$ cat config.mk
export PLATFORM = sky130hd
export DESIGN_NAME = led_uart_reporter
export DESIGN_NICKNAME = d
export VERILOG_FILES = /design/src/rtl/led_uart_pkg.sv /design/src/rtl/uart_tx_byte.sv /design/src/rtl/led_uart_reporter.sv
export SDC_FILE = /design/constraint.sdc
export NUM_CORES = 1
export LEC_CHECK = 0
export CORE_UTILIZATION = 60
export CTS_CLUSTER_DIAMETER = 30
export DETAILED_ROUTE_END_ITERATION = 10
export PLACE_DENSITY = 0.9
export SETUP_SLACK_MARGIN = 0.1
export SYNTH_ARGS = -nofsm -noshare
export SYNTH_HDL_FRONTEND = slang
export SYNTH_SLANG_ARGS = --single-unit
$ cat constraint.sdc
create_clock -name ext_clk_25m -period 2.3 [get_ports ext_clk_25m]
set_clock_uncertainty 0.15 [all_clocks]
set_input_delay 0.575 -clock ext_clk_25m [delete_from_list [all_inputs] [get_ports ext_clk_25m]]
set_output_delay 0.575 -clock ext_clk_25m [all_outputs]
set_load 0.005 [all_outputs]
$ cat src/rtl/led_uart_pkg.sv
// Shared constants for the LED-to-UART status reporter: ASCII codes, frame FSM
// encodings, frame lengths. Build option: LED_UART_HEX_FORMAT_EN selects the 8-byte hex frame.
`timescale 1ns/1ps
package led_uart_pkg;

    localparam logic [7:0] ASCII_L  = 8'h4C;
    localparam logic [7:0] ASCII_E  = 8'h45;
    localparam logic [7:0] ASCII_D  = 8'h44;
    localparam logic [7:0] ASCII_EQ = 8'h3D;
    localparam logic [7:0] ASCII_0  = 8'h30;
    localparam logic [7:0] ASCII_1  = 8'h31;
    localparam logic [7:0] ASCII_A  = 8'h41;
    localparam logic [7:0] ASCII_CR = 8'h0D;
    localparam logic [7:0] ASCII_LF = 8'h0A;

    localparam logic [2:0] ST_IDLE = 3'd0;
    localparam logic [2:0] ST_LOAD = 3'd1;
    localparam logic [2:0] ST_SEND = 3'd2;
    localparam logic [2:0] ST_NEXT = 3'd3;
    localparam logic [2:0] ST_DONE = 3'd4;

    localparam int unsigned FRAME_LEN_BIN = 14;
    localparam int unsigned FRAME_LEN_HEX = 8;
`ifdef LED_UART_HEX_FORMAT_EN
    localparam int unsigned FRAME_LEN = FRAME_LEN_HEX;
`else
    localparam int unsigned FRAME_LEN = FRAME_LEN_BIN;
`endif
    localparam logic [3:0] FRAME_LAST = 4'(FRAME_LEN - 1);

    function automatic logic [7:0] hex_char(input logic [3:0] nib);
        logic [7:0] c;
        if (nib < 4'd10) begin
            c = ASCII_0 + {4'd0, nib};
        end else begin
            c = ASCII_A + {4'd0, nib} - 8'd10;
        end
        return c;
    endfunction

    // Character at position idx of the status line describing LED value val.
    function automatic logic [7:0] frame_char(input logic [3:0] idx, input logic [7:0] val);
        logic [7:0] c;
        case (idx)
            4'd0: c = ASCII_L;
            4'd1: c = ASCII_E;
            4'd2: c = ASCII_D;
            4'd3: c = ASCII_EQ;
`ifdef LED_UART_HEX_FORMAT_EN
            4'd4: c = hex_char(val[7:4]);
            4'd5: c = hex_char(val[3:0]);
            4'd6: c = ASCII_CR;
            4'd7: c = ASCII_LF;
`else
            4'd4, 4'd5, 4'd6, 4'd7, 4'd8, 4'd9, 4'd10, 4'd11:
                c = val[3'(4'd11 - idx)] ? ASCII_1 : ASCII_0;
            4'd12: c = ASCII_CR;
            4'd13: c = ASCII_LF;
`endif
            default: c = ASCII_LF;
        endcase
        return c;
    endfunction

endpackage

$ cat src/rtl/uart_tx_byte.sv
// 8N1 byte transmitter: baud counter plus a 10-bit frame shift register whose
// LSB drives the line directly, so the output is registered and idles high.
`timescale 1ns/1ps
module uart_tx_byte #(
    parameter int unsigned CLKS_PER_BIT = 217
) (
    input  logic       ext_clk_25m,
    input  logic       ext_rst_n,
    input  logic       i_start,
    input  logic [7:0] i_data,
    output logic       o_tx,
    output logic       o_done
);

    localparam logic [15:0] BAUD_LAST = 16'(CLKS_PER_BIT - 1);

    logic [15:0] r_baud_cnt;
    logic [3:0]  r_bit_cnt;
    logic [9:0]  r_shift;
    logic        r_active;
    logic        r_done;

    // Baud timing and bit shifting; start is only honoured while idle.
    always_ff @(posedge ext_clk_25m or negedge ext_rst_n) begin
        if (!ext_rst_n) begin
            r_baud_cnt <= 16'd0;
            r_bit_cnt  <= 4'd0;
            r_shift    <= 10'h3FF;
            r_active   <= 1'b0;
            r_done     <= 1'b0;
        end else begin
            r_done <= 1'b0;
            if (!r_active) begin
                if (i_start) begin
                    r_shift    <= {1'b1, i_data, 1'b0};
                    r_baud_cnt <= 16'd0;
                    r_bit_cnt  <= 4'd0;
                    r_active   <= 1'b1;
                end else begin
                    r_shift <= 10'h3FF;
                end
            end else if (r_baud_cnt == BAUD_LAST) begin
                r_baud_cnt <= 16'd0;
                r_shift    <= {1'b1, r_shift[9:1]};
                if (r_bit_cnt == 4'd9) begin
                    r_active <= 1'b0;
                    r_done   <= 1'b1;
                end else begin
                    r_bit_cnt <= r_bit_cnt + 4'd1;
                end
            end else begin
                r_baud_cnt <= r_baud_cnt + 16'd1;
            end
        end
    end

    assign o_tx   = r_shift[0];
    assign o_done = r_done;

endmodule

$ cat src/rtl/led_uart_reporter.sv
// Watches the LED pattern and sends "LED=<bits>\r\n" (or "LED=<hex>\r\n" when
// LED_UART_HEX_FORMAT_EN is defined) over 8N1 UART on every reported change.
`timescale 1ns/1ps
module led_uart_reporter
    import led_uart_pkg::*;
#(
    parameter int unsigned CLKS_PER_BIT    = 217,
    parameter int unsigned REPORT_ON_RESET = 1
) (
    input  logic       ext_clk_25m,
    input  logic       ext_rst_n,
    input  logic [7:0] led_in,
    input  logic       report_en,
    output logic       uart_tx,
    output logic       busy,
    output logic       frame_done,
    output logic       overrun
);

    localparam logic RPT_INIT = (REPORT_ON_RESET != 0);

    logic [7:0] r_led_q;
    logic [7:0] r_last_rep;
    logic [7:0] r_snapshot;
    logic       r_pending;
    logic       r_report_req;
    logic       r_primed;
    logic [2:0] r_state;
    logic [3:0] r_idx;
    logic       r_busy;
    logic       r_frame_done;
    logic       r_overrun;

    logic       w_change;
    logic       w_in_frame;
    logic       w_start_frame;
    logic [7:0] w_char;
    logic       w_tx_done;

    assign w_change      = (r_led_q != r_last_rep);
    assign w_in_frame    = (r_state != ST_IDLE);
    // r_primed holds off the reset report until led_q carries a real sample.
    assign w_start_frame = (r_state == ST_IDLE) && r_primed && report_en
                           && (w_change || r_report_req);
    assign w_char        = frame_char(r_idx, r_snapshot);

    // Input register and post-reset settle flag.
    always_ff @(posedge ext_clk_25m or negedge ext_rst_n) begin
        if (!ext_rst_n) begin
            r_led_q  <= 8'h00;
            r_primed <= 1'b0;
        end else begin
            r_led_q  <= led_in;
            r_primed <= 1'b1;
        end
    end

    // Change tracking: pending latches during a frame, mirrors the live compare while idle.
    always_ff @(posedge ext_clk_25m or negedge ext_rst_n) begin
        if (!ext_rst_n) begin
            r_last_rep   <= 8'h00;
            r_snapshot   <= 8'h00;
            r_pending    <= RPT_INIT;
            r_report_req <= RPT_INIT;
            r_overrun    <= 1'b0;
        end else begin
            r_overrun <= w_in_frame && r_pending && (led_in != r_led_q);
            if (w_start_frame) begin
                r_snapshot   <= r_led_q;
                r_last_rep   <= r_led_q;
                r_pending    <= 1'b0;
                r_report_req <= 1'b0;
            end else if (w_in_frame) begin
                r_pending <= r_pending | w_change;
            end else begin
                r_pending <= w_change | r_report_req;
            end
        end
    end

    // Frame sequencer: one LOAD/SEND/NEXT pass per character, then a DONE pulse.
    always_ff @(posedge ext_clk_25m or negedge ext_rst_n) begin
        if (!ext_rst_n) begin
            r_state      <= ST_IDLE;
            r_idx        <= 4'd0;
            r_busy       <= 1'b0;
            r_frame_done <= 1'b0;
        end else begin
            r_frame_done <= 1'b0;
            case (r_state)
                ST_IDLE: begin
                    if (w_start_frame) begin
                        r_idx   <= 4'd0;
                        r_busy  <= 1'b1;
                        r_state <= ST_LOAD;
                    end
                end
                ST_LOAD: r_state <= ST_SEND;
                ST_SEND: begin
                    if (w_tx_done) begin
                        r_state <= ST_NEXT;
                    end
                end
                ST_NEXT: begin
                    if (r_idx == FRAME_LAST) begin
                        r_state <= ST_DONE;
                    end else begin
                        r_idx   <= r_idx + 4'd1;
                        r_state <= ST_LOAD;
                    end
                end
                ST_DONE: begin
                    r_frame_done <= 1'b1;
                    r_busy       <= 1'b0;
                    r_state      <= ST_IDLE;
                end
                default: begin
                    r_busy  <= 1'b0;
                    r_state <= ST_IDLE;
                end
            endcase
        end
    end

    uart_tx_byte #(
        .CLKS_PER_BIT (CLKS_PER_BIT)
    ) u_tx_byte (
        .ext_clk_25m (ext_clk_25m),
        .ext_rst_n   (ext_rst_n),
        .i_start     (r_state == ST_LOAD),
        .i_data      (w_char),
        .o_tx        (uart_tx),
        .o_done      (w_tx_done)
    );

    assign busy       = r_busy;
    assign frame_done = r_frame_done;
    assign overrun    = r_overrun;

endmodule

==> impl_metrics.toml <==
[setup_path]
r2r_end = "u_tx_byte.r_shift[1]$_DFFE_PN1P_"
cp_max_fo = 9
rrSetupSlack_ns = 0.18
critPathLaunchType = "flip-flop"
required_ns = 2.41
arrival_ns = 2.23
r2r-start = "u_tx_byte.r_baud_cnt[0]$_DFFE_PN0P_"
cp-end-kind = "flip-flop"
critPathKind = "reg -> reg"
worstRegToRegCells = 7

[yosys]
synthFlopType = "dfrtp_1"
syn_nets = 331
yosysWarningCount = 0
syn_avg_cell_area_um2 = 10.27
ys_types = 62
seq_area_frac_synth_pct = 47.30
synth_edf_count = 0
synth.ff_latch_count = 60
synthCells = 312
syn_area_mm2 = 0.003203
ys_async_sr_fraction_pct = 100.0

[cells_and_area]
regArea_mm2 = 0.001516
syn_to_final_growth_pct = 13.32
fin_nets = 349
multi_input_area_mm2 = 0.001556
n_antenna_cell = 0
fillers = 373
layout_commonest_cell = "dfrtp_1"
drive_gt1_share_pct = 18.21
final_cell_mix = "dfrtp_1, o21ai_0, nand2_1, nor2_1, a31oi_1"

[routing]
routed_via_density = 6.323
num_vias = 2561
post_drt_wl_per_cell_um = 16.41
finalWirelength_mm = 6.645
drc = 0
ant_nets = 0
dr.pass1.iters = 5
drtIter0Drc = 281

[min_path]
hold-path-endpoint = "overrun$_DFF_PN0_"
hold_start = "r_pending$_DFF_PN1_"
min_path_type = "reg -> reg"
whs_path_depth = 2

[clock_network]
tritoncts = "yes"
clk_pin_slew_ns = 0.07
numCtsBuffers = 9
htreeDepth = 3
root_buffer = "clkbuf_8"
clock_tree.buffer_depth = 2
clock_latency_ns = 0.35
clock-sinks = 60
post_cts_buffers = 0

[sta]
worst_pin_slew_ns = 0.5400
setup_viol = 0
final_hold_viol_count = 0
finalMaxSlewViolations = 0
worst_slack_ns = 0.1844
relSlewSlack_pct = 63.62
max_freq_mhz = 472.7
finalSetupTns_ns = 0
period_minus_slack_ns = 2.116
finalCritPeriodShare_pct = 91.98
rsz0062_at_grt = "no"

[floorplan]
die_h_um = 75.07
rows = 26
dieWidth_um = 75.07
core_area_mm2 = 0.005140
start_util_pct = 62.32
die_area_mm2 = 0.005635
ios = 15

[placed_design]
preCtsSetupSlack_ns = 0.1009
hpwl_mm = 4.611
place_congestion = 0.8808
numPortBuffers = 14

[run]
maxCapViolations = 0

[power]
power.internal_mw = 1.595
p_comb_share_pct = 3.1
power_frac_seq_pct = 51.6
power.density_mw_per_mm2 = 572.6
swShare_pct = 23.24
power_frac_clock_pct = 45.2
power.leakage_nw = 1.537
ir_drop_v = 0.0004184
p_sw_mw = 0.4830

[global_routing]
grt_max_degree = 38
antenna_found_initial = 0
track_usage_pct = 27.10
grt_overflow = 0
grt_first_pass_wirelength_mm = 11.14
grt_pass1_vias = 2368

[status]
status = "complete, no violations"
## synthesized netlist by cell type (all sizes together), types with 4 or more instances
master | number | area (um^2)
dfrtp | 49 | 1226
o21ai | 21 | 105.1
nand2 | 20 | 75.07
nor2 | 20 | 75.07
a31oi | 15 | 93.84
a21oi | 14 | 70.07
buf | 12 | 93.84
dfstp | 11 | 289.0
xnor2 | 11 | 96.34
inv | 9 | 33.78
mux2 | 9 | 101.4
nand3 | 9 | 45.04
ha | 8 | 100.1
nand4 | 8 | 50.05
nor3 | 8 | 40.04
nor4 | 8 | 80.08
xor2 | 8 | 70.07
clkbuf | 7 | 26.28
mux2i | 5 | 50.05
a41oi | 4 | 42.55
and2 | 4 | 25.02
nand2b | 4 | 25.02
## per-layer routing
layer | up-vias | GRT usage [%] | wire (um)
met1 | 1269 | 37.57 | 3064
met3 | 16 | 8.166 | 353
met5 | - | 0 | 0
met2 | 87 | 40.74 | 3079
li1 | 1189 | - | -
met4 | 0 | 9.434 | 148
## repair_timing
item,CTS,global route
hold buffers,1,0
resized for setup,0,5
endpoints found under the setup margin,0,26
hold endpoints to repair,4,0
## cell type report
cell class / count / share of cell area (%)
multi-input combinational: 224 / 42.88
sequential: 60 / 41.78
timing repair buffer: 26 / 6.722
clock buffer: 10 / 3.516
tap: 70 / 2.413
clock inverter: 6 / 1.758
inverter: 9 / 0.9307
## registers in the layout, indices dropped and copies added, names as in the netlist, 3 cells and up
name and count:
u_tx_byte.r_baud_cnt 16, u_tx_byte.r_shift 9, r_led_q 8, r_snapshot 8, r_idx 4, u_tx_byte.r_bit_cnt 4
r_state 3
## power groups by stage
stage	Combinational [mW]	Clock [mW]	Sequential, mW
2_1_floorplan	0.0173	0	1.09
3_3_place_gp	0.0642	0	1.09
3_5_place_dp	0.0654	0	1.09
4_1_cts	0.0668	0.946	1.07
5_1_grt	0.0744	1.00	1.07
6_report	0.0651	0.940	1.07
## stage by stage
step	power, mW	utilization (%)	hold slack, ns	std cells	area [um^2]
finish	2.078	70.62	0.3245	405	3630
detailed placement	1.158	66.16	0.3145	388	3401
global route	2.148	70.62	0.3439	405	3630
global placement	1.156	66.16	0.3153	388	3401
CTS	2.087	70.08	0.3253	405	3602
floorplan	1.108	-	0.1294	312	3203
## kinds of logic after synthesis
family | Yosys count | share of synthesized area [%]
XOR/XNOR | 19 | 5.195
flip-flops | 60 | 47.30
adder cells (fa/ha/maj) | 8 | 3.125
AO/OA/AOI/OAI | 80 | 16.68
multiplexers | 14 | 4.727
other | 1 | 0.1171
buffers and inverters | 28 | 4.805
AND/OR/NAND/NOR | 102 | 18.05
## worst max-delay path: stages, from the launching register on
cell and delay [ns]:
dfrtp_1 0.42, inv_1 0.13, ha_1 0.18, nor3b_2 0.33
a41o_1 0.40, buf_4 0.22, nor2_1 0.05, nor3_1 0.16
## worst max-delay path by stage
stage	depth (start not counted)	from	slack (ns)	endpoint
6_report	7	u_tx_byte.r_baud_cnt[0]$_DFFE_PN0P_	0.18	u_tx_byte.r_shift[1]$_DFFE_PN1P_
5_1_grt	7	u_tx_byte.r_baud_cnt[0]$_DFFE_PN0P_	0.09	u_tx_byte.r_shift[1]$_DFFE_PN1P_
4_1_cts	7	u_tx_byte.r_baud_cnt[0]$_DFFE_PN0P_	0.11	u_tx_byte.r_baud_cnt[12]$_DFFE_PN0P_
3_5_place_dp	5	report_en	0.10	r_snapshot[3]$_DFFE_PN0P_
3_3_place_gp	5	report_en	0.16	r_snapshot[4]$_DFFE_PN0P_
2_1_floorplan	7	r_idx[0]$_DFFE_PN0P_	0.30	u_tx_byte.r_shift[4]$_DFFE_PN1P_
Power figures use the tool's default switching activity.
